**config.mk**
```make
export PLATFORM = sky130hd
export DESIGN_NAME = clk_div_ctrl
export DESIGN_NICKNAME = d
export VERILOG_FILES = /design/src/rtl/clk_div_pkg.sv /design/src/rtl/clk_div_counter.sv /design/src/rtl/clk_div_ctrl.sv
export SDC_FILE = /design/constraint.sdc
export NUM_CORES = 1
export LEC_CHECK = 0
export ABC_AREA = 1
export CORE_MARGIN = 1.5
export CORE_UTILIZATION = 49
export CTS_BUF_LIST = sky130_fd_sc_hd__clkbuf_4 sky130_fd_sc_hd__clkbuf_8
export CTS_CLUSTER_SIZE = 8
export DETAILED_ROUTE_END_ITERATION = 7
export GPL_TIMING_DRIVEN = 1
export PLACE_DENSITY = 0.76
export SLEW_MARGIN = 40
export SYNTH_ARGS = -nofsm -noshare
export SYNTH_HDL_FRONTEND = slang
export SYNTH_SLANG_ARGS = --single-unit
```
**constraint.sdc**
```tcl
create_clock -name clk -period 3.1 [get_ports clk]
set_input_delay 0.62 -clock clk [delete_from_list [all_inputs] [get_ports clk]]
set_output_delay 0.62 -clock clk [all_outputs]
set_load 0.05 [all_outputs]
```
**src/rtl/clk_div_pkg.sv**
```systemverilog
// Shared types and constants for the run-time programmable clock divider.
// The state enum is used by the controller FSM; MIN_DIV is the smallest legal divisor.
package clk_div_pkg;

    typedef enum logic [1:0] {
        IDLE  = 2'd0,
        RUN   = 2'd1,
        DRAIN = 2'd2
    } state_t;

    localparam int MIN_DIV = 2;

endpackage

```
**src/rtl/clk_div_counter.sv**
```systemverilog
// Period counter for the clock divider: wrap detection plus registered out_clk/tick.
// Outputs are registered from next-cycle values so they line up with the count.
module clk_div_counter #(
    parameter int CNT_W = 8
) (
    input  logic             clk,
    input  logic             rst,
    input  logic             active,
    input  logic             run,
    input  logic [CNT_W-1:0] div_cur,
    input  logic [CNT_W-1:0] div_next,
    output logic             boundary,
    output logic             out_clk,
    output logic             tick
);

    logic [CNT_W-1:0] cnt_reg;
    logic [CNT_W-1:0] cnt_next;
    logic             out_clk_reg;
    logic             tick_reg;

    // div_cur >= 2 whenever active, so the subtraction never wraps.
    assign boundary = active && (cnt_reg == (div_cur - CNT_W'(1)));

    always_comb begin
        cnt_next = '0;
        if (run && active && !boundary) begin
            cnt_next = cnt_reg + CNT_W'(1);
        end
    end

    always_ff @(posedge clk or negedge rst) begin
        if (!rst) begin
            cnt_reg     <= '0;
            out_clk_reg <= 1'b0;
            tick_reg    <= 1'b0;
        end else begin
            cnt_reg     <= cnt_next;
            out_clk_reg <= run && (cnt_next < (div_next >> 1));
            tick_reg    <= run && (cnt_next == '0);
        end
    end

    assign out_clk = out_clk_reg;
    assign tick    = tick_reg;

endmodule

```
**src/rtl/clk_div_ctrl.sv**
```systemverilog
// Run-time programmable clock divider controller: FSM, divisor handshake and
// pending-divisor register; divisor and stop requests only act at period boundaries.
module clk_div_ctrl
    import clk_div_pkg::*;
#(
    parameter int CNT_W   = 8,
    parameter int DEF_DIV = 2
) (
    input  logic             clk,
    input  logic             rst,
    input  logic             en,
    input  logic             cfg_valid,
    input  logic [CNT_W-1:0] cfg_div,
    output logic             cfg_ready,
    output logic             cfg_err,
    output logic             out_clk,
    output logic             tick,
    output logic             busy
);

    state_t           state_reg;
    state_t           state_next;
    logic [CNT_W-1:0] div_reg;
    logic [CNT_W-1:0] div_next;
    logic [CNT_W-1:0] pend_div_reg;
    logic             pend_vld_reg;
    logic             cfg_err_reg;
    logic             accept;
    logic             cfg_ok;
    logic             active;
    logic             run;
    logic             boundary;

    assign accept = cfg_valid && !pend_vld_reg;
    assign cfg_ok = (cfg_div >= CNT_W'(MIN_DIV));
    assign active = (state_reg != IDLE);
    assign run    = (state_next != IDLE);

    always_ff @(posedge clk or negedge rst) begin
        if (!rst) begin
            state_reg <= IDLE;
        end else begin
            state_reg <= state_next;
        end
    end

    // Stopping is decided on the last cycle of a period: low en there ends the run.
    always_comb begin
        state_next = state_reg;
        case (state_reg)
            IDLE: begin
                if (en) begin
                    state_next = RUN;
                end
            end
            RUN, DRAIN: begin
                if (boundary && !en) begin
                    state_next = IDLE;
                end else if (en) begin
                    state_next = RUN;
                end else begin
                    state_next = DRAIN;
                end
            end
            default: state_next = IDLE;
        endcase
    end

    always_comb begin
        busy = (state_reg != IDLE);
    end

    always_comb begin
        div_next = div_reg;
        if (!active) begin
            if (accept && cfg_ok) begin
                div_next = cfg_div;
            end
        end else if (boundary && pend_vld_reg) begin
            div_next = pend_div_reg;
        end
    end

    // A pending divisor blocks new offers, so boundary apply and accept never coincide.
    always_ff @(posedge clk or negedge rst) begin
        if (!rst) begin
            div_reg      <= CNT_W'(DEF_DIV);
            pend_div_reg <= '0;
            pend_vld_reg <= 1'b0;
            cfg_err_reg  <= 1'b0;
        end else begin
            div_reg     <= div_next;
            cfg_err_reg <= accept && !cfg_ok;
            if (active && boundary) begin
                pend_vld_reg <= 1'b0;
            end
            if (active && accept && cfg_ok) begin
                pend_vld_reg <= 1'b1;
                pend_div_reg <= cfg_div;
            end
        end
    end

    clk_div_counter #(
        .CNT_W(CNT_W)
    ) u_counter (
        .clk      (clk),
        .rst      (rst),
        .active   (active),
        .run      (run),
        .div_cur  (div_reg),
        .div_next (div_next),
        .boundary (boundary),
        .out_clk  (out_clk),
        .tick     (tick)
    );

    assign cfg_ready = !pend_vld_reg;
    assign cfg_err   = cfg_err_reg;

endmodule
```
==> impl_metrics.ini <==
[clocking]
postCtsHoldBufs = 0
clk_path_buf_depth = 2
insertion_delay_ns = 0.28
cts_buffers = 5
numClockSinks = 30
cts_max_level = 2
clkTransAtPathRegs_ns = 0.06
root_buffer = clkbuf_8
cts_tree = done

[power_and_ir_drop]
vdd_drop_max_v = 0.000531
power_density_nw_per_um2 = 654
pwr-share-seq = 0.322
p_sw_w = 0.000637
p_sw_frac = 0.419
combPwrFrac = 0.466
power_frac_clock = 0.212
p_leak_nw = 1.24
internal_power_w = 0.000884

[routing]
dr.first_iter.drc_count = 65
drc = 0
ant_nets = 0
vias = 1668
avgViaCountPerCell = 4.92
firstDrtPassIters = 4
drt_wl_total_um = 4180
wire_per_inst_um = 12.3

[floorplan]
start_util = 0.521
row_count = 22
dieArea_um2 = 4370
core-area_um2 = 3740
die_w_um = 66.1
ios = 17
die_h_um = 66.1

[layout]
fin_nets = 312
fill_cells = 361
antenna_cells = 0
drive_gt1_frac = 0.141
fin_util = 0.621
regArea_um2 = 752
multi_input_area_um2 = 1020
synthToLayoutAreaGrowth_pct = 19.1

[sta]
final.min_clock_period_ns = 2.90
tightest_slew_ns = 0.493
whs_ns = 0.494
max_slew_margin = 0.671
setup-tns-final_ns = 0
drv_slew = 0
clock_skew_ns = 0.00503
hold_viol_final = 0
max_freq_mhz = 345
fin_crit_sh = 0.935
setup_violations = 0

[place]
gp_congestion = 0.851
portBuffers = 16
detailed_place_hpwl_um = 3310

[synth]
yosysMostFrequentCell = nand2_1
netlist_area_um2 = 1950
yosys-top-cells-area = dfrtp_1 37%, nand2_1 13%, inv_1 8.3%, ha_1 6.4%, nor2_1 4.8%
yosysSeqAreaShare = 0.385
syn_avg_cell_area_um2 = 7.45
synth_top_area_frac = 0.372
synth_common_cells = 69 x nand2_1, 43 x inv_1, 29 x dfrtp_1, 25 x nor2_1, 18 x o21ai_0
post-synth-top-area-cell = dfrtp_1
synth.distinct_cells = 31
postSynthCellCount = 262
synth_ff_type = dfrtp_1
synth_warnings = 0
ys_seq_elements = 30
synth-edff-count = 0
syn-num-nets = 284
synthArstFlopShare = 1.00

[grt]
grt_overflow = 0
antenna_found_initial = 0
track_usage = 0.221
grt_pass1_wl_um = 7180
grt_max_degree = 31
grt_pass1_vias = 1555

[worst_setup_path]
path_max_fanout = 8
startpoint_type = flip-flop
cp-end-kind = flip-flop
crit_type = reg -> reg
crit_slowest_cell = dfstp_2
cp.required_ns = 3.31
cpMostUsedCell = nand2_1
arrival_ns = 3.11
max_stage_delay_ns = 0.53
cp_cell_sequence = inv_1, ha_1, or2_4, nand2_1, nand2_1, nand3_2, nor2_2, nand3_2, inv_2, nand2_2, inv_2, buf_4, o211ai_1, o21a_1, inv_1, ha_1, a21oi_1, nand2_1, a21oi_2

[flow_run]
drv_cap = 0

[min_path]
hold_class = reg -> reg

[run_status]
status = completed
[per-layer routing]
metal  track usage  share of wire  vias to the layer above
met2         0.350           0.47                       32
met5             0              0                        -
met3        0.0460          0.034                        9
met1         0.299           0.48                      743
li1              -              -                      884
met4        0.0765          0.018                        0
[repair_timing]
action,CTS,global route
buffers inserted,0,1
resized for setup,0,4
endpoints found under the setup margin,0,1
[cell families (layout without fill, tap and decap cells)]
family | after synthesis | count (layout) | synth area share
XOR/XNOR | 6 | 6 | 0.0269
adder cells (fa/ha/maj) | 10 | 10 | 0.0641
multiplexers | 1 | 1 | 0.00577
buffers and inverters | 50 | 79 | 0.0987
flip-flops | 30 | 30 | 0.385
AND/OR/NAND/NOR | 131 | 131 | 0.309
AO/OA/AOI/OAI | 34 | 34 | 0.110
[power by group through the flow]
stage,clock [W],sequential (W),combinational [W]
final,0.000322,0.000490,0.000709
after global routing,0.000347,0.000498,0.000795
after CTS,0.000329,0.000489,0.000695
after detailed placement,0,0.000497,0.000693
after global placement,0,0.000495,0.000691
after floorplan,0,0.000533,0.000464
[cell usage in the layout, fill, tap and decap left out, types with 2 or more instances in the layout]
cell and count:
ha_1 10, o21a_1 4, clkdlybuf4s50_1 16, nor3b_2 2, inv_1 42, clkbuf_8 5, nor3_1 2, dfrtp_1 29
nor2_2 3, nand3_2 4, nor2_1 25, nand4_1 2, xnor2_1 2, inv_2 4, nand3_1 13, a32oi_2 2
buf_4 9, nand2_4 2, nand3b_1 2, nand2_1 69, xor2_1 4, clkbuf_4 3, a21oi_1 4, o211ai_1 5
o21ai_0 18, nand2_2 2
[critical path: cells and delay by family, from the launching register on]
kind                       cells  cell delay (ns)
DFF                            1             0.53
and+or+nand+nor                8             0.74
AOI/OAI and AO/OA              4             0.64
adders and majority gates      2             0.53
buffers and inverters          5             0.37
[path summary, 6_finish.rpt]
path	start	endpoint	slack, ns	cells past startpoint
max	div_reg[1]	u_counter.out_clk	0.20	19
max reg2reg	div_reg[1]	u_counter.out_clk	0.20	19
min in group asynchronous	rst	pend_div_reg[2]	0.72	2
max in group asynchronous	rst	div_reg[1]	2.05	2
min	pend_div_reg[6]	pend_div_reg[6]	0.49	2
min reg2reg	pend_div_reg[6]	pend_div_reg[6]	0.49	2
[final cells by class]
| type | instances | area share |
|---|---|---|
| Inverter | 46 | 0.0743 |
| Timing Repair Buffer | 25 | 0.0980 |
| Tap cell | 48 | 0.0258 |
| Multi-Input combinational cell | 182 | 0.439 |
| Clock buffer | 8 | 0.0393 |
| Sequential cell | 30 | 0.323 |
[stage by stage]
stage	total power (W)	cell area [um2]	worst slack, ns	cells
after global routing	0.00164	2320	-0.0122	339
after global placement	0.00119	2210	0.0444	330
after floorplan	0.000997	1950	0.431	262
after detailed placement	0.00119	2210	0.0690	330
after CTS	0.00151	2300	0.218	338
final	0.00152	2320	0.200	339
Power figures use the tool's default switching activity.
